**src/rtl/axi_master_arbiter.sv**
```systemverilog
// rtl/axi_master_arbiter.sv - two-master AXI4 arbiter, LSU fixed priority, grant held per transaction
//
// Shares one AXI4 master port (s_*) between the IFU (m0, read only) and the
// LSU (m1, read and write). The owner is chosen in IDLE, with the LSU
// winning ties. The grant is held until the owner's read (rlast beat) or
// write (B handshake) completes, then the arbiter spends one cycle in IDLE.
//
// Ports:
//   clock, reset        system clock, asynchronous active-high reset
//   m0_req, m1_req      level requests, held until the transaction completes
//   m0_ar*/m0_r*        IFU read address / read data channels
//   m1_ar*/m1_r*        LSU read address / read data channels
//   m1_aw*/m1_w*/m1_b*  LSU write address / write data / write response
//   s_*                 full AXI4 master port toward the interconnect
//   grant               one-hot owner: 01 IFU, 10 LSU, 00 idle
//   resp_err            sticky, set by any granted R or B beat with resp != OKAY
module axi_master_arbiter #(
  parameter int ADDR_W = 32,
  parameter int DATA_W = 32
) (
  input  logic              clock,
  input  logic              reset,
  input  logic              m0_req,
  input  logic              m1_req,
  input  logic              m0_arvalid,
  input  logic [ADDR_W-1:0] m0_araddr,
  input  logic [3:0]        m0_arid,
  input  logic [7:0]        m0_arlen,
  input  logic [2:0]        m0_arsize,
  input  logic [1:0]        m0_arburst,
  output logic              m0_arready,
  output logic              m0_rvalid,
  output logic [DATA_W-1:0] m0_rdata,
  output logic [1:0]        m0_rresp,
  output logic              m0_rlast,
  output logic [3:0]        m0_rid,
  input  logic              m0_rready,
  input  logic              m1_arvalid,
  input  logic [ADDR_W-1:0] m1_araddr,
  input  logic [3:0]        m1_arid,
  input  logic [7:0]        m1_arlen,
  input  logic [2:0]        m1_arsize,
  input  logic [1:0]        m1_arburst,
  output logic              m1_arready,
  output logic              m1_rvalid,
  output logic [DATA_W-1:0] m1_rdata,
  output logic [1:0]        m1_rresp,
  output logic              m1_rlast,
  output logic [3:0]        m1_rid,
  input  logic              m1_rready,
  input  logic              m1_awvalid,
  input  logic [ADDR_W-1:0] m1_awaddr,
  input  logic [3:0]        m1_awid,
  input  logic [7:0]        m1_awlen,
  input  logic [2:0]        m1_awsize,
  input  logic [1:0]        m1_awburst,
  output logic              m1_awready,
  input  logic              m1_wvalid,
  input  logic [DATA_W-1:0] m1_wdata,
  input  logic [3:0]        m1_wstrb,
  input  logic              m1_wlast,
  output logic              m1_wready,
  output logic              m1_bvalid,
  output logic [1:0]        m1_bresp,
  output logic [3:0]        m1_bid,
  input  logic              m1_bready,
  output logic              s_arvalid,
  output logic [ADDR_W-1:0] s_araddr,
  output logic [3:0]        s_arid,
  output logic [7:0]        s_arlen,
  output logic [2:0]        s_arsize,
  output logic [1:0]        s_arburst,
  input  logic              s_arready,
  input  logic              s_rvalid,
  input  logic [DATA_W-1:0] s_rdata,
  input  logic [1:0]        s_rresp,
  input  logic              s_rlast,
  input  logic [3:0]        s_rid,
  output logic              s_rready,
  output logic              s_awvalid,
  output logic [ADDR_W-1:0] s_awaddr,
  output logic [3:0]        s_awid,
  output logic [7:0]        s_awlen,
  output logic [2:0]        s_awsize,
  output logic [1:0]        s_awburst,
  input  logic              s_awready,
  output logic              s_wvalid,
  output logic [DATA_W-1:0] s_wdata,
  output logic [3:0]        s_wstrb,
  output logic              s_wlast,
  input  logic              s_wready,
  input  logic              s_bvalid,
  input  logic [1:0]        s_bresp,
  input  logic [3:0]        s_bid,
  output logic              s_bready,
  output logic [1:0]        grant,
  output logic              resp_err
);

  typedef enum logic [1:0] {IDLE, G_IFU, G_LSU} state_t;

  state_t state;
  state_t state_next;
  logic   ifu_sel;

  // Payloads are plain muxes; only the valid/ready handshakes are gated.
  assign ifu_sel   = (state == G_IFU);
  assign s_araddr  = ifu_sel ? m0_araddr  : m1_araddr;
  assign s_arid    = ifu_sel ? m0_arid    : m1_arid;
  assign s_arlen   = ifu_sel ? m0_arlen   : m1_arlen;
  assign s_arsize  = ifu_sel ? m0_arsize  : m1_arsize;
  assign s_arburst = ifu_sel ? m0_arburst : m1_arburst;

  assign s_awaddr  = m1_awaddr;
  assign s_awid    = m1_awid;
  assign s_awlen   = m1_awlen;
  assign s_awsize  = m1_awsize;
  assign s_awburst = m1_awburst;
  assign s_wdata   = m1_wdata;
  assign s_wstrb   = m1_wstrb;
  assign s_wlast   = m1_wlast;

  assign m0_rdata  = s_rdata;
  assign m0_rresp  = s_rresp;
  assign m0_rlast  = s_rlast;
  assign m0_rid    = s_rid;
  assign m1_rdata  = s_rdata;
  assign m1_rresp  = s_rresp;
  assign m1_rlast  = s_rlast;
  assign m1_rid    = s_rid;
  assign m1_bresp  = s_bresp;
  assign m1_bid    = s_bid;

  always_ff @(posedge clock or posedge reset) begin
    if (reset) state <= IDLE;
    else       state <= state_next;
  end

  // Completion is decoded from the owning master's ready rather than from
  // s_rready/s_bready so this block has no path through its own outputs.
  always_comb begin
    state_next = state;
    grant      = 2'b00;
    s_arvalid  = 1'b0;
    s_rready   = 1'b0;
    s_awvalid  = 1'b0;
    s_wvalid   = 1'b0;
    s_bready   = 1'b0;
    m0_arready = 1'b0;
    m0_rvalid  = 1'b0;
    m1_arready = 1'b0;
    m1_rvalid  = 1'b0;
    m1_awready = 1'b0;
    m1_wready  = 1'b0;
    m1_bvalid  = 1'b0;
    case (state)
      IDLE: begin
        if (m1_req)      state_next = G_LSU;
        else if (m0_req) state_next = G_IFU;
      end
      G_IFU: begin
        grant      = 2'b01;
        s_arvalid  = m0_arvalid;
        m0_arready = s_arready;
        m0_rvalid  = s_rvalid;
        s_rready   = m0_rready;
        if (s_rvalid && m0_rready && s_rlast) state_next = IDLE;
      end
      G_LSU: begin
        grant      = 2'b10;
        s_arvalid  = m1_arvalid;
        m1_arready = s_arready;
        m1_rvalid  = s_rvalid;
        s_rready   = m1_rready;
        s_awvalid  = m1_awvalid;
        m1_awready = s_awready;
        s_wvalid   = m1_wvalid;
        m1_wready  = s_wready;
        m1_bvalid  = s_bvalid;
        s_bready   = m1_bready;
        if ((s_rvalid && m1_rready && s_rlast) || (s_bvalid && m1_bready)) state_next = IDLE;
      end
      default: state_next = IDLE;
    endcase
  end

  always_ff @(posedge clock or posedge reset) begin
    if (reset) begin
      resp_err <= 1'b0;
    end else if ((s_rvalid && s_rready && (s_rresp != 2'b00)) ||
                 (s_bvalid && s_bready && (s_bresp != 2'b00))) begin
      resp_err <= 1'b1;
    end
  end

endmodule

```
**config.mk**
```make
export PLATFORM = sky130hd
export DESIGN_NAME = axi_master_arbiter
export DESIGN_NICKNAME = d
export VERILOG_FILES = /design/src/rtl/axi_master_arbiter.sv
export SDC_FILE = /design/constraint.sdc
export NUM_CORES = 1
export LEC_CHECK = 0
export BUFFER_PORTS_ARGS = -buffer_cell sky130_fd_sc_hd__buf_2
export CORE_AREA = 2 2 188 190
export DETAILED_ROUTE_END_ITERATION = 7
export DIE_AREA = 0 0 190 192
export PLACE_DENSITY = 0.41
export SETUP_SLACK_MARGIN = 0.02
export SYNTH_ARGS = -nofsm -noshare
export SYNTH_HDL_FRONTEND = slang
export SYNTH_SLANG_ARGS = --single-unit
```
**constraint.sdc**
```tcl
create_clock -name clock -period 3.35 [get_ports clock]
set_input_delay 0.67 -clock clock [delete_from_list [all_inputs] [get_ports clock]]
set_output_delay 0.67 -clock clock [all_outputs]
set_load 0.05 [all_outputs]
```
* Word level (Yosys, flattened, before mapping)
Cells that the tools add are included.
Widths: inputs -> output; s select.
** Cells by class
- Reductions and logical operators :: 15
- Multiplexer cells :: 23
- Eq/ne operators :: 5
** Operators by type and width (number)
- $mux 32 :: 1
- $mux 1 :: 10
- $mux 2 :: 5
- $logic_and 1x1->1 :: 9
- $mux 8 :: 1
- $pmux 2 s3 :: 1
- $mux 4 :: 1
- $pmux 1 s2 :: 2
- $pmux 2 s2 :: 1
- $reduce_bool 2->1 :: 2
- $mux 3 :: 1
- $ne 3x3->1 const B :: 1
- $reduce_and 3->1 :: 1
- $eq 2x1->1 const B :: 1
- $eq 2x2->1 const B :: 1
- $logic_not 2->1 :: 1
- $logic_or 1x1->1 :: 2
- $ne 2x1->1 const B :: 1
- $ne 2x2->1 const B :: 1
** Storage, ports and cells
- Input bits :: 245
- Bits in registers :: 3
- Logic and storage cells :: 45

* Depth between registers and ports, before layout
Gate-level depths: netlist (run 1).
- Depth after elaboration :: 5
- Gate-level depth with buffers :: 7

* Worst setup path after synthesis (run 1)
No wires, ideal clock.
- Path type :: reg-to-output
- Start :: register state[1]
- End :: output s_araddr[10]
- Stages on the path, launching flop included :: 6
- Arrival :: 1.821 ns
- Setup slack :: 0.859 ns
- Cells stage by stage :: dfrtp_1 inv_1 ha_1 buf_6 buf_2 mux2_2
** On the way
- Longest elaborated chain between the ends :: 2
** Ends and longest elaborated chain
- start, declared :: line 102 : state_t state;
- start signal, assigned :: line 136 : else state <= state_next;
- $eq 2x1->1 :: line 107 : assign ifu_sel = (state == G_IFU);
- $mux 32 :: line 108 : assign s_araddr = ifu_sel ? m0_araddr : m1_araddr;
- end, declared :: line 68 : output logic [ADDR_W-1:0] s_araddr,
No other way between the ends.

* Worst setup path after layout (run 1)
- Start :: register state[1]
- End :: output s_araddr[12]
Same word-level chain as after synthesis.

==> metrics.yaml, run 1 <==
route:
  post_drt_wl_per_cell_um: 12.9
  viasPerCell: 2.30
  drt_iter0_drc: 36
  vias: 1694
  totalWireLength_um: 9480
  dr.pass1.iters: 4
  remaining_drc_errors: 0
  ant_nets: 0
critical_path:
  r2r_start: "state[0]$_DFFE_PP0P_"
  end_kind: "primary output"
  reg2regPathDepth: 5
  crit_type: "flop to primary output"
  endpoint: "s_araddr[12]"
  crit_path_start: "state[1]$_DFFE_PP0P_"
  critPathLaunchType: "flop"
  worstPathRequired_ns: 2.68
  crit_fanout: 27
  r2r_end: "resp_err$_DFFE_PP0P_"
  regToRegSetupSlack_ns: 1.61
  crit_arrival_ns: 2.13
synth:
  synth_simple_gate_area_frac: 0.0439
  yosysSeqAreaShare: 0.0338
  synth_xor_area_frac: 0
  synthCells: 264
  ys_types: 21
  netlist_area_mm2: 0.00222
  synth_nets: 514
  ys_ff_latch: 3
  synth_flop_cell: "dfrtp_1"
  muxShareOfSynthArea: 0.248
  synth_top_family_by_area: "buffers and inverters"
  synth_adder_area_share: 0.0282
  synth-edff-count: 0
  synth_async_sr_flop_share: 1.00
  ys.warnings.count: 0
  syn_area_per_cell_um2: 8.42
  synth_compound_area_frac: 0.0434
finish:
  final_util: 0.0738
  fin_cells: 737
  antenna_cells: 0
  area_delta_synth_final_pct: 13.9
  drive_above_1_share: 0.872
  final_nets: 533
cts:
  clk_pin_slew_ns: 0.03
  cts_root_buf: "clkbuf_16"
  cts_hold_buf: 0
  clockBufferDepth: 2
  cts_tree: "built"
  cts_inserted_buffers: 3
  cts_setup_buffers: 0
  cts_sinks: 3
  h-tree-depth: 1
  clock_latency_ns: 0.22
  cts_resized: 0
sta:
  fin_skew_ns: 0.000408
  hold-worst-slack_ns: 0.306
  period_minus_slack_ns: 2.80
  worst_pin_slew_ns: 0.524
  slew-limit-headroom: 0.651
  setup_viol: 0
  grt_setup_unrepaired: "no"
  finalSetupTns_ns: 0
  fin_crit_sh: 0.837
  hold_viol: 0
  drv_slew: 0
  fmax_mhz: 357
floorplanning:
  ios: 479
  rows: 68
  start_util: 0.0648
  dieWidth_um: 190
  fp.dieH_um: 192
  fp.coreArea_mm2: 0.0343
  die_area_mm2: 0.0365
global_route:
  grt_pass1_wl_um: 11400
  grt_pass1_vias: 1626
  grt_usage: 0.0455
  antenna_found_initial: 3
  grt_max_degree: 28
  grt-ovfl-total: 0
job:
  drv_cap: 0
pwr:
  power.density_mw_per_mm2: 679
  p_leak_nw: 1.15
  ir_worst_vdd_mv: 0.207
placed_design:
  hpwl_um: 8380
  gp_congestion: 0.583
  io_buffers: 190
  dp_cells: 733
outcome:
  run_status: "finished, final reports clean"
worst_hold_path:
  hold_class: "input pin to asynchronous set/reset pin"
-- registers in the layout, summed over array words and instances (netlist names) --
register and cells:
state 2, resp_err 1
-- where the power goes --
group	total [mW]	internal [mW]	switching, mW	leakage, nW
Combinational	1.47	0.440	1.03	1.07
Sequential	0.0632	0.0497	0.0135	0.0345
Clock	0.189	0.157	0.0323	0.0382
-- final cells by class --
| class | count | area (µm²) |
|---|---|---|
| fill | 4049 | 31800 |
| tap | 455 | 569 |
| sequential | 3 | 75.1 |
| timing repair buffer | 191 | 971 |
| inverter | 4 | 15.0 |
| clock buffer | 4 | 78.8 |
| multi-input combinational | 80 | 821 |
-- worst max-delay path, stage by stage, from the launching register on --
cell,delay [ns]
dfrtp_1,0.40
inv_1,0.14
ha_4,0.48
buf_12,0.26
mux2_2,0.35
buf_2,0.21
-- metal layers --
layer | global-route usage | wire length [µm] | vias to the layer above
li1 | - | - | 721
met1 | 0.0407 | 2830 | 671
met2 | 0.0713 | 4160 | 208
met3 | 0.0270 | 1570 | 88
met4 | 0.0441 | 876 | 6
met5 | 0 | 41 | -
-- worst min path at each step --
stage | slack, ns | endpoint | startpoint
3_3_place_gp | 0.48 | resp_err$_DFFE_PP0P_ | resp_err$_DFFE_PP0P_
4_1_cts | 0.31 | resp_err$_DFFE_PP0P_ | reset
6_report | 0.31 | resp_err$_DFFE_PP0P_ | reset
3_5_place_dp | 0.48 | resp_err$_DFFE_PP0P_ | resp_err$_DFFE_PP0P_
5_1_grt | 0.33 | state[0]$_DFFE_PP0P_ | reset
2_1_floorplan | 0.42 | resp_err$_DFFE_PP0P_ | reset
-- synthesized netlist by cell type, types with 2 or more instances --
master,n,area share
buf_4,170,0.57
mux2_2,49,0.25
and2_1,10,0.028
buf_2,5,0.011
ha_1,5,0.028
inv_1,4,0.0068
dfrtp_1,3,0.034
a22oi_1,2,0.0068
buf_6,2,0.010
nand2_1,2,0.0034
nor2b_1,2,0.0056
-- kinds of logic (layout without fill, tap and decap cells) --
| group | count (synthesis) | in the layout |
|---|---|---|
| buffers and inverters | 181 | 199 |
| muxes | 49 | 49 |
| and+or+nand+nor | 16 | 16 |
| AOI/OAI and AO/OA | 10 | 10 |
| adders and majority gates | 5 | 5 |
| DFF | 3 | 3 |
-- cell usage in the layout, fill, tap and decap left out, types with 2 or more instances in the layout --
cell / count
mux2_2: 49
ha_1: 4
a22oi_1: 2
buf_2: 190
inv_1: 4
dfrtp_1: 3
and2_1: 10
nor2b_1: 2
nand2_1: 2
clkbuf_16: 3
-- through the flow --
stage | cell area (µm²) | worst slack (ns) | power [mW]
after detailed placement | 2450 | 0.755 | 1.55
after global placement | 2450 | 0.784 | 1.54
after CTS | 2530 | 0.519 | 1.75
after floorplan | 2220 | 0.859 | 1.72
final | 2530 | 0.545 | 1.72
after global routing | 2530 | 0.397 | 1.81
(Power assumes the default switching activity.)
==> run 2, diff against run 1 <==
Settings changed: ABC_AREA set to 1, CORE_AREA 2 2 188 190 to 2 2 185 187, DIE_AREA 0 0 190 192 to 0 0 187 189, PLACE_DENSITY 0.41 to 0.43.
Clock period 3.35 ns to 2.75 ns, I/O delays scaled along.
==> run 2 against run 1 <==
Effect of this change:
- synthesized cell count rose by 7.6%
- design area is 7.6% higher
- synthesized area up 12%
- utilization increased by 0.80 points
- worst setup slack got worse by 0.20 ns
- non-clock buffer count rose by 1
- sequential power rose by 32%
- routed wire length fell by 14%
- via count is 1.7% higher
- clock power rose by 24%
- clock skew about the same
- critical path type unchanged
==> metrics.yaml, run 2 <==
pwr:
  power.density_mw_per_mm2: 869  # +28%
  p_leak_nw: 1.41  # +23%
  ir_worst_vdd_mv: 0.219  # +6.0%
finish:
  regArea_um2: 75.1  # unchanged
  top_regs: "state x2, resp_err x1"
  area_delta_synth_final_pct: 9.57
  top_register: "state"
  drive_above_1_share: 0.812  # -0.0605
  multi_input_area_um2: 973  # +19%
  largest_reg_flops: 2  # unchanged
  final_nets: 554  # +3.9%
  final_util: 0.0818  # +0.00802
  fillCellCount: 3941  # -2.7%
  layout.cells.most_common: "buf_2"
  final_cell_mix: "buf_2 (190), mux2_4 (49), nand2_1 (21)"
  stdcell_area_mm2: 0.00272  # +7.6%
  antenna_cells: 0  # unchanged
  fin_cells: 751  # +1.9%
route:
  wl_met1_um: 2740  # -3.0%
  viasPerCell: 2.29  # -0.24%
  totalWireLength_um: 8150  # -14%
  routed-wl-met3_um: 1970  # +25%
  vias: 1722  # +1.7%
  top_layer: "met4"
  ant_nets: 0  # unchanged
  dr.pass1.iters: 4  # unchanged
  remaining_drc_errors: 0  # unchanged
  wl_met2_um: 3280  # -21%
  drt_iter0_drc: 32  # -11%
  post_drt_wl_per_cell_um: 10.9  # -16%
sta:
  fin_crit_sh: 0.874
  finalSetupTns_ns: 0  # unchanged
  grt_setup_unrepaired: "no"
  drv_slew: 0  # unchanged
  setup_viol: 0  # unchanged
  fin_skew_ns: 0.000638  # +0.000230 ns
  fmax_mhz: 416
  slew-limit-headroom: 0.736  # +0.0852
  period_minus_slack_ns: 2.40
  worst_pin_slew_ns: 0.396  # -0.128 ns
  hold_viol: 0  # unchanged
critical_path:
  crit_type: "flop to primary output"
  crit_arrival_ns: 1.85  # -0.28 ns
  r2r_start: "state[0]$_DFFE_PP0P_"
  end_kind: "primary output"
  crit_chain: "inv_1 > ha_4 > buf_4 > mux2_4 > buf_2"
  critPathLaunchType: "flop"
  crit_path_top_delay_cell: "dfrtp_1"
  cpPeakStageDelay_ns: 0.40  # -0.08 ns
  worstPathRequired_ns: 2.20  # -0.48 ns
  crit_path_start: "state[1]$_DFFE_PP0P_"
  crit_fanout: 17  # -37%
synth:
  ys_ff_latch: 3  # unchanged
  yosys-top-cells-area: "buf_4 (51%), mux2_4 (30%), buf_12 (4.0%)"
  synth_commonest_cells: "buf_4 (170), mux2_4 (49), nand2_1 (21), inv_1 (15)"
  yosysSeqAreaShare: 0.0302  # -0.00357
  synth_async_sr_flop_share: 1.00  # unchanged
  yosysMostFrequentCell: "buf_4"
  syn_area_per_cell_um2: 8.75  # +3.9%
  synthCells: 284  # +7.6%
  ys.warnings.count: 0  # unchanged
  ys_types: 17  # -19%
  synth_flop_cell: "dfrtp_1"
  yosys.area.top_type: "buf_4"
  netlist_area_mm2: 0.00248  # +12%
  yosys.area.top_type_share: 0.514  # -0.0607
  synth-edff-count: 0  # unchanged
  synth_nets: 534  # +3.9%
cts:
  cts_sinks: 3  # unchanged
  clk_pin_slew_ns: 0.03  # about the same
  cts_inserted_buffers: 3  # unchanged
  cts_tree: "built"
  cts_hold_buf: 0  # unchanged
  cts_resized: 0  # unchanged
  cts_root_buf: "clkbuf_16"
  h-tree-depth: 1  # unchanged
  clock_latency_ns: 0.23  # about the same
  cts_setup_buffers: 0  # unchanged
  clockBufferDepth: 2  # unchanged
worst_hold_path:
  hold_class: "input pin to asynchronous set/reset pin"
floorplanning:
  dieWidth_um: 187  # -1.6%
  start_util: 0.0747  # +0.00986
  die_area_mm2: 0.0353  # -3.1%
  ios: 479  # unchanged
  fp.coreArea_mm2: 0.0333  # -2.9%
  fp.dieH_um: 189  # -1.6%
  rows: 67  # -1.5%
global_route:
  grt-ovfl-total: 0  # unchanged
  grt_pass1_wl_um: 10800  # -5.6%
  grt_usage: 0.0413  # -0.00425
  grt_max_degree: 35  # +25%
  antenna_found_initial: 0  # -3
  grt_pass1_vias: 1758  # +8.1%
placed_design:
  placed_area_mm2: 0.00264  # +7.9%
  dp_cells: 747  # +1.9%
  gp_congestion: 0.649  # +11%
  io_buffers: 190  # unchanged
  hpwl_um: 7290  # -13%
outcome:
  run_status: "finished, final reports clean"
job:
  drv_cap: 0  # unchanged
-- run 2: cell types whose count changed after synthesis, sizes merged, moves of 2 or more --
cell | before | now
nand2 | 2 | 22
o21ai | 2 | 0
and2 | 10 | 0
nand4 | 0 | 2
nor2b | 2 | 0
a22oi | 2 | 0
nor2 | 0 | 2
a21oi | 0 | 2
inv | 4 | 15
nand3 | 2 | 4
-- run 2: report_power, final --
group	total [mW]	switching, mW	internal [mW]
combinational	2.05	1.39	0.663
clock	0.234	0.0428	0.192
sequential	0.0834	0.0196	0.0638
-- run 2: cells by family (layout without fill, tap and decap cells) --
logic type	Yosys count	in the layout	share of synthesized area
adders and majority gates	5	5	0.0252
buffers and inverters	192	211	0.583
muxes	49	49	0.296
AOI/OAI and AO/OA	4	4	0.0101
and+or+nand+nor	31	31	0.0554
DFF	3	3	0.0302
-- run 2: cell type report --
class	instances	share of cell area
clock buffers	4	0.0290
repair buffers	192	0.359
well taps	448	0.206
multi-input cells	89	0.358
inverters	15	0.0207
flip-flops and latches	3	0.0276
-- run 2: path summary, 6_finish.rpt --
path                                         to  slack [ns]  cells after the start
setup reg to reg           state[1]$_DFFE_PP0P_        1.26                      6
setup / recovery                   s_arburst[0]        0.35                      5
min in group clock         resp_err$_DFFE_PP0P_        0.47                      1
hold reg to reg            resp_err$_DFFE_PP0P_        0.47                      1
max in group asynchronous  resp_err$_DFFE_PP0P_        2.42                      2
hold / removal             state[0]$_DFFE_PP0P_        0.19                      2
-- run 2: layer usage --
layer | vias to the layer above | GRT usage
met3 | 29 | 0.0473
met2 | 235 | 0.0568
met1 | 695 | 0.0381
met4 | 0 | 0.0162
met5 | - | 0
li1 | 763 | -
-- run 2: through the flow --
step	total power, mW	setup WS [ns]	hold WS (ns)
4_1_cts	2.41	0.321	0.199
5_1_grt	2.49	0.261	0.206
3_3_place_gp	2.16	0.602	0.428
6_report	2.37	0.348	0.192
3_5_place_dp	2.17	0.564	0.437
2_1_floorplan	2.47	0.470	0.304
-- run 2: worst max-delay path: cells and delay by family (launching register included) --
family                     cells  cell delay [ns]
DFF                            1             0.40
buffers and inverters          3             0.69
muxes                          1             0.34
adders and majority gates      1             0.16
